<file path="src/rtl/game_pkg.sv">
// Shared 2048 game definitions: tile width, win value, board type,
// move/mux direction encoding and the board controller state encoding.
package game_pkg;

   localparam int TILE_W    = 12;
   localparam int WIN_VALUE = 2048;

   typedef logic [3:0][3:0][TILE_W-1:0] board_t;

   localparam logic [1:0] DIR_UP    = 2'd0;
   localparam logic [1:0] DIR_DOWN  = 2'd1;
   localparam logic [1:0] DIR_LEFT  = 2'd2;
   localparam logic [1:0] DIR_RIGHT = 2'd3;

   typedef enum logic [2:0] {
      ST_IDLE,
      ST_SETTLE,
      ST_COMPARE,
      ST_SPAWN,
      ST_INIT_CLR
   } state_t;

endpackage

</file>
<file path="src/rtl/board_move_ctrl_lfsr16.sv">
// 16-bit Fibonacci LFSR (taps 16,14,13,11) used to pick tile spawn positions.
module lfsr16 #(
   parameter logic [15:0] RST_SEED = 16'hACE1
) (
   input  logic        clk,
   input  logic        rst,
   input  logic        load,
   input  logic [15:0] seed,
   output logic [15:0] q
);

   always_ff @(posedge clk or posedge rst) begin
      if (rst)
         q <= RST_SEED;
      else if (load)
         q <= seed;
      else
         q <= {q[14:0], q[15] ^ q[13] ^ q[12] ^ q[10]};
   end

endmodule

</file>
<file path="src/rtl/board_move_ctrl.sv">
// Owner of the registered 2048 board: drives the move mux select, commits moved
// boards and spawns new tiles. Define BOARD_SPAWN_FOUR_EN to spawn 4s 1/8 of the time.
//
// state       | meaning
// ST_IDLE     | ready for a move request or new-game init
// ST_SETTLE   | sel just changed, mux/move path settling
// ST_COMPARE  | sample moved_board, commit if it differs
// ST_SPAWN    | scan from an LFSR-chosen cell for an empty slot
// ST_INIT_CLR | clear board and flags, reseed, then spawn two tiles
module board_move_ctrl #(
   parameter int          TILE_W    = game_pkg::TILE_W,
   parameter int          WIN_VALUE = game_pkg::WIN_VALUE,
   parameter logic [15:0] LFSR_SEED = 16'hACE1
) (
   input  logic                         clk,
   input  logic                         rst,
   input  logic                         init,
   input  logic                         move_valid,
   input  logic [1:0]                   move_dir,
   output logic                         move_ready,
   output logic [1:0]                   sel,
   input  logic [3:0][3:0][TILE_W-1:0]  moved_board,
   output logic [3:0][3:0][TILE_W-1:0]  board,
   output logic                         busy,
   output logic                         changed,
   output logic                         won,
   output logic                         lost
);
   import game_pkg::*;

   localparam logic [TILE_W-1:0] L_WIN = TILE_W'(WIN_VALUE);

   state_t                        r_state;
   logic [1:0]                    r_sel;
   logic [3:0][3:0][TILE_W-1:0]   r_board;
   logic                          r_changed;
   logic                          r_won;
   logic                          r_lost;
   logic [1:0]                    r_spawn_left;
   logic [3:0]                    r_idx;
   logic [3:0]                    r_scan_cnt;

   logic [15:0]                   w_lfsr;
   logic                          w_lfsr_unused;
   logic                          w_has_zero;
   logic                          w_has_win;
   logic [TILE_W-1:0]             w_cell;
   logic [TILE_W-1:0]             w_spawn_val;

   lfsr16 #(.RST_SEED(LFSR_SEED)) u_lfsr (
      .clk  (clk),
      .rst  (rst),
      .load (r_state == ST_INIT_CLR),
      .seed (LFSR_SEED),
      .q    (w_lfsr)
   );

   assign w_lfsr_unused = ^w_lfsr[15:4];

`ifdef BOARD_SPAWN_FOUR_EN
   assign w_spawn_val = (w_lfsr[6:4] == 3'b000) ? TILE_W'(4) : TILE_W'(2);
`else
   assign w_spawn_val = TILE_W'(2);
`endif

   always_comb begin
      w_has_zero = 1'b0;
      w_has_win  = 1'b0;
      for (int r = 0; r < 4; r++) begin
         for (int c = 0; c < 4; c++) begin
            if (r_board[r][c] == '0)    w_has_zero = 1'b1;
            if (r_board[r][c] == L_WIN) w_has_win  = 1'b1;
         end
      end
   end

   assign w_cell = r_board[r_idx[3:2]][r_idx[1:0]];

   always_ff @(posedge clk or posedge rst) begin
      if (rst) begin
         r_state      <= ST_IDLE;
         r_sel        <= 2'd0;
         r_board      <= '0;
         r_changed    <= 1'b0;
         r_won        <= 1'b0;
         r_lost       <= 1'b0;
         r_spawn_left <= 2'd0;
         r_idx        <= 4'd0;
         r_scan_cnt   <= 4'd0;
      end else begin
         r_changed <= 1'b0;
         // INIT_CLR still sees the old board, so the clear must win over set
         if (r_state == ST_INIT_CLR)
            r_won <= 1'b0;
         else if (w_has_win)
            r_won <= 1'b1;

         case (r_state)
            ST_IDLE: begin
               if (init) begin
                  r_state <= ST_INIT_CLR;
               end else if (move_valid) begin
                  r_sel   <= move_dir;
                  r_state <= ST_SETTLE;
               end
            end
            ST_SETTLE: r_state <= ST_COMPARE;
            ST_COMPARE: begin
               if (moved_board != r_board) begin
                  r_board      <= moved_board;
                  r_changed    <= 1'b1;
                  r_spawn_left <= 2'd1;
                  r_idx        <= w_lfsr[3:0];
                  r_scan_cnt   <= 4'd0;
                  r_state      <= ST_SPAWN;
               end else begin
                  if (!w_has_zero) r_lost <= 1'b1;
                  r_state <= ST_IDLE;
               end
            end
            ST_SPAWN: begin
               if (w_cell == '0) begin
                  r_board[r_idx[3:2]][r_idx[1:0]] <= w_spawn_val;
                  r_spawn_left <= r_spawn_left - 2'd1;
                  if (r_spawn_left == 2'd1) begin
                     r_state <= ST_IDLE;
                  end else begin
                     r_idx      <= w_lfsr[3:0];
                     r_scan_cnt <= 4'd0;
                  end
               end else begin
                  r_idx      <= r_idx + 4'd1;
                  r_scan_cnt <= r_scan_cnt + 4'd1;
                  if (r_scan_cnt == 4'd15) r_state <= ST_IDLE;
               end
            end
            ST_INIT_CLR: begin
               r_board      <= '0;
               r_lost       <= 1'b0;
               r_spawn_left <= 2'd2;
               r_idx        <= w_lfsr[3:0];
               r_scan_cnt   <= 4'd0;
               r_state      <= ST_SPAWN;
            end
            default: r_state <= ST_IDLE;
         endcase
      end
   end

   assign move_ready = (r_state == ST_IDLE);
   assign busy       = (r_state != ST_IDLE);
   assign sel        = r_sel;
   assign board      = r_board;
   assign changed    = r_changed;
   assign won        = r_won;
   assign lost       = r_lost;

endmodule

</file>
<file path="config.mk">
export PLATFORM = sky130hd
export DESIGN_NAME = board_move_ctrl
export DESIGN_NICKNAME = d
export VERILOG_FILES = /design/src/rtl/game_pkg.sv /design/src/rtl/board_move_ctrl_lfsr16.sv /design/src/rtl/board_move_ctrl.sv
export SDC_FILE = /design/constraint.sdc
export NUM_CORES = 1
export LEC_CHECK = 0
export CORE_ASPECT_RATIO = 0.7
export CORE_UTILIZATION = 51
export DETAILED_ROUTE_END_ITERATION = 12
export GPL_ROUTABILITY_DRIVEN = 0
export GPL_TIMING_DRIVEN = 0
export PLACE_DENSITY = 0.86
export SYNTH_ARGS = -nofsm -noshare
export SYNTH_HDL_FRONTEND = slang
export SYNTH_SLANG_ARGS = --single-unit
</file>
<file path="constraint.sdc">
create_clock -name clk -period 23.6 [get_ports clk]
set_input_delay 7.08 -clock clk [delete_from_list [all_inputs] [get_ports clk]]
set_output_delay 7.08 -clock clk [all_outputs]
set_load 0.02 [all_outputs]
</file>
; Word-level counts from Yosys, hierarchy flattened
; Cells that the tools add are included.
[totals]
input_bits = 198
elab_cells = 168
register_bits = 226
output_inout_bits = 199
[op_classes]
n_bitwise = 7
n_mux = 69
order_cmp = 4
n_reduce_logical = 29
addsub = 3
n_eq_ne = 31
[op_table]
columns = op, n
row1 = case mux 192 bit (3 select lines), 1
row2 = 2-to-1 mux 192 bit, 2
row3 = zero test 12 bit, 17
row4 = "equality test 12 bit, second input constant", 16
row5 = != test 192 bit, 1
row6 = bitwise AND 176 bit, 1
row7 = NOT 176 bit, 1
row8 = binary-select mux 48 bit (select 2 bit), 1
row9 = demux 48 bit (select 2 bit), 1
row10 = 2-to-1 mux 48 bit, 2
row11 = 2-to-1 mux 1 bit, 38
row12 = binary-select mux 12 bit (select 2 bit), 1
row13 = demux 12 bit (select 2 bit), 1
row14 = 2-to-1 mux 12 bit, 2
row15 = 2-to-1 mux 4 bit, 6
row16 = case mux 4 bit (3 select lines), 2
row17 = 2-to-1 mux 16 bit, 1
row18 = OR 16 bit, 1
row19 = 2-to-1 mux 3 bit, 5
row20 = case mux 3 bit (5 select lines), 1
row21 = AND reduction 3 bit, 5
row22 = "!= test 3 bit, second input constant", 4
row23 = "adder 4 x 1 -> 4 bit, second input constant", 2
row24 = "!= test 2 bit, second input constant", 4
row25 = other kinds (17), 27

; Longest topological paths before layout
[depth]
ltp_word = 20
depth_mapped = 12
ltp_nobuf = 8

; Modules after synthesis
; From an unflattened synthesis, not the netlist that was laid out.
[unflattened]
hier_cells = 1044
hier_area_um2 = 11913.9
[by_module_without_submodules]
columns = mod, area_per_inst_um2, seq_area_each_um2, cells_each, n_inst
row1 = board_move_ctrl, 11234.5, 5255.0, 1005, 1
row2 = lfsr16, 679.4, 410.4, 39, 1

; Least setup slack after synthesis
; No wires, ideal clock.
[synth_timing]
path_kind = input port to flip-flop
from = input port moved_board[154] (netlist name)
to = register r_board, in the netlist board[48]
path_stages = 10
path_slack_ps = 14605
n_path_buf = 2
setup_time_ps = 78
t_arrival_ps = 8917
required_time_ps = 23522
cell_sequence = xor2_1 > nor4_1 > nand4_1 > nor4_1 > nand4_1 > a21oi_2 > buf_2 > nor3_4 > buf_4 > o2bb2ai_1
[synth_between]
elab_chain_len = 3
[synth_rtl]
columns = element, line
row1 = "start, declared", board_move_ctrl.sv:22  ; input logic [3:0][3:0][TILE_W-1:0] moved_board,
row2 = != test 192 bit, board_move_ctrl.sv:109  ; if (moved_board != r_board) begin
row3 = != test 2 bit (no source line), --
row4 = AND reduction 3 bit (no source line), --
row5 = "end signal, assigned", board_move_ctrl.sv:110  ; r_board <= moved_board;
row6 = "end signal, assigned by index", board_move_ctrl.sv:123  ; r_board[r_idx[3:2]][r_idx[1:0]] <= w_spawn_val;
row7 = "end, declared", board_move_ctrl.sv:35  ; logic [3:0][3:0][TILE_W-1:0] r_board;
; No other way between the ends.
; A chain may end at the register's enable or synchronous reset.

; Worst setup path in the final report
[layout_timing]
from = input port moved_board[67] (netlist name)
to = register r_board, in the netlist board[187]
; Same word-level chain as after synthesis.

==> summary.md <==
| Metric | Value |
|---|---|
| Die Ht | `132 um` |
| Core Box Area | `23700 um^2` |
| EDFF count, synth | `0` |
| Syn Std Cell Area | `12400 um^2` |
| FF-to-FF path depth | `10` |
| Area grow syn2layout | `42.1%` |
| Overall routing resource usage | `0.403` |
| Final-layout fill cell count | `1704` |
| # setup viols final | `0` |
| Cells after synthesis | `1200` |
| Post-synth top area share | `0.442` |
| Leak | `7.41 nW` |
| Die Width | `188 um` |
| Buffers added on ports | `396` |
| PD cells | `158 nW/um^2` |
| Drt total wl | `50800 um` |
| Worst-Skew Late Latency | `530 ps` |
| Min-delay worst type | `reg2reg` |
| Reg2reg end | `board[187]$_DFFE_PP0P_` |
| CTS tree | `built` |
| Cell variety after synth | `59` |
| Antenna Nets Post-Route | `0` |
| Period utilisation layout | `0.457` |
| CP max FO | `10` |
| Final std cells w/o fill | `1957` |
| MaxCap Viol Count | `0` |
| Largest cells by area after synthesis | `dfrtp_1 44%, xor2_1 13%, o2bb2ai_1 12%` |
| Area of the die | `24900 um^2` |
| GRT overflow | `0` |
| Worst Path Class, Setup | `in2reg` |
| CP Launch Point | `moved_board[67]` |
| Max VDD drop | `0.0850 mV` |
| RSZ-0062 raised after global routing | `false` |
| #FFs+latches synth | `226` |
| Via density per instance | `6.06` |
| DRC | `0` |
| Initial antenna violation count | `2` |
| Total Power | `2.77 mW` |
| Area of the multi-input gates | `5670 um^2` |
| Drt pass-1 iters | `6` |
| Largest area contributor in the synthesized netlist | `dfrtp_1` |
| Post-cts gate resize count | `0` |
| Synth Warn # | `0` |
| Top-Level Pins | `397` |
| First-pass GRT wire length | `73900 um` |
| Final #Nets | `1827` |
| Syn avg cell area | `10.3 um^2` |
| Clock skew | `13.0 ps` |
| Status | `finished clean` |
| CTS buffer count | `23` |
| CP endpoint | `board[187]$_DFFE_PP0P_` |
| Most frequent cells in the layout | `396 x clkdlybuf4s50_1, 218 x dfrtp_1, 190 x xor2_1, 183 x inv_1, 176 x o2bb2ai_1` |
| Site Rows | `47` |
| Initial Util | `0.521` |
| Clock transition at the registers of the reported paths | `60 ps` |
| Max Clk Rate | `92.8 MHz` |
| R2r setup slk | `19380 ps` |
| DP HPWL | `40200 um` |
| Min Tclk post-route | `10780 ps` |
| Sequential element share of the synthesized area | `0.459` |
| H-Tree Depth | `1` |
| Main synth FF type | `dfrtp_1` |
| Post-CTS setup buffers | `0` |
| Clk sinks | `226` |
| Async SR Flop Fraction | `1.00` |
| Number of global-route vias before repair | `11700` |
| Syn nets | `1404` |
| Startpoint Class | `input pin` |
| Worst slew margin | `0.196` |
| Hold buffer count at cts | `0` |
| CP arrival | `11180 ps` |
| Clk root buf | `clkbuf_16` |
| Required time worst endpoint | `24000 ps` |
| Final hold viol count | `0` |
| Share of cells above drive strength 1 | `0.0586` |
| Commonest non-fill, non-tap cell in the layout | `clkdlybuf4s50_1` |
| Slew Limit Fails | `0` |
| Slew @ Worst Pin | `1210 ps` |
| Placed cells | `1916` |
| Total number of vias | `11900` |
| Clock Path Buffers | `3` |
| R2R Path Start | `board[139]$_DFFE_PP0P_` |
| Fin Setup TNS | `0 ps` |
| DRT iter0 DRCs | `1545` |
| Pin count of the biggest net entering global routing | `94` |
| CP endpoint kind | `flip-flop` |
| Register area | `5670 um^2` |
| Post-Route Utilization | `0.740` |
| WL per Instance | `25.9 um` |
## registers in the layout (all words and copies together) (netlist names)
| name | flops |
|---|---|
| won | 1 |
| r_idx | 4 |
| lost | 1 |
| r_spawn_left | 2 |
| r_scan_cnt | 4 |
| u_lfsr.q | 16 |
| changed | 1 |
| sel | 2 |
| r_state | 3 |
| board | 192 |
## cells by family after synthesis
kind of cell             Yosys count  share of synthesized area
AO/OA/AOI/OAI                    265                      0.179
AND/OR/NAND/NOR                  259                      0.128
buffers and inverters            239                     0.0822
flip-flops                       226                      0.459
XOR/XNOR                         195                      0.138
multiplexers                      10                    0.00851
adder cells (fa/ha/maj)            6                    0.00608
## power breakdown
group	internal, mW	total (mW)	switching (mW)
Sequential	0.576	0.819	0.243
Combinational	0.639	1.56	0.923
Clock	0.224	0.384	0.160
Total	1.44	2.77	1.33
## routing by layer
layer  GRT usage  up-vias  wire, um
li1            -     5123         -
met1       0.522     5727     19500
met2       0.610      844     22200
met3       0.152      164      6670
met4       0.160        2      2370
met5           0        -        12
## Yosys cell counts, types with 3 or more instances
master and instances:
or3_1 5, buf_2 10, buf_6 13, xor2_1 190, o2111ai_1 3, dfrtp_1 218
nor3_4 12, a211oi_1 3, o31ai_1 3, and2_1 10, nor4_2 3, dfstp_2 8
ha_1 6, a21oi_1 21, o2bb2ai_1 176, o22ai_1 4, or4_1 3, nand4_1 31
inv_1 184, o21ai_0 5, nor2_1 28, nor2b_1 3, nor3_1 31, nand2_1 29
nand3_1 11, o211ai_1 4, xnor2_1 5, mux2i_1 6, mux2_2 4, a31oi_1 5
nor4_1 78, a221oi_1 3, nand2b_1 8, a2bb2oi_1 16, clkbuf_1 27
## worst min-delay path by stage
stage,from,end,depth (start not counted)
after floorplan,u_lfsr.q[9]$_DFF_PP0_,u_lfsr.q[10]$_DFF_PP1_,1
after global placement,u_lfsr.q[9]$_DFF_PP0_,u_lfsr.q[10]$_DFF_PP1_,1
after detailed placement,u_lfsr.q[9]$_DFF_PP0_,u_lfsr.q[10]$_DFF_PP1_,1
after CTS,u_lfsr.q[9]$_DFF_PP0_,u_lfsr.q[10]$_DFF_PP1_,1
after global routing,u_lfsr.q[9]$_DFF_PP0_,u_lfsr.q[10]$_DFF_PP1_,1
final,u_lfsr.q[9]$_DFF_PP0_,u_lfsr.q[10]$_DFF_PP1_,1
## through the flow
| stage | hold WS, ps | cell area [um^2] | worst slack (ps) |
|---|---|---|---|
| floorplan | 410 | 12400 | 10340 |
| global placement | 417 | 16700 | 7240 |
| detailed placement | 418 | 16800 | 12380 |
| CTS | 437 | 17500 | 12890 |
| global route | 442 | 17500 | 12770 |
| finish | 433 | 17500 | 12820 |
## cell type report
type,instances,area share
clock inverter,9,0.00699
tap,318,0.0227
multi-input combinational,735,0.323
clock buffer,31,0.0368
inverter,186,0.0402
antenna,1,0.000143
timing repair buffer,398,0.229
sequential,226,0.323
buffer,53,0.0180
## worst max-delay path, cell delays in order
cell and delay (ps):
clkdlybuf4s50_1 440, xor2_1 160, nor4_1 850, nand4_1 280, nor4_1 560, nand4_1 340, nand2_1 210, nor2_1 210
clkbuf_1 380, clkbuf_1 410, o2bb2ai_1 230
Power figures use the tool's default switching activity.
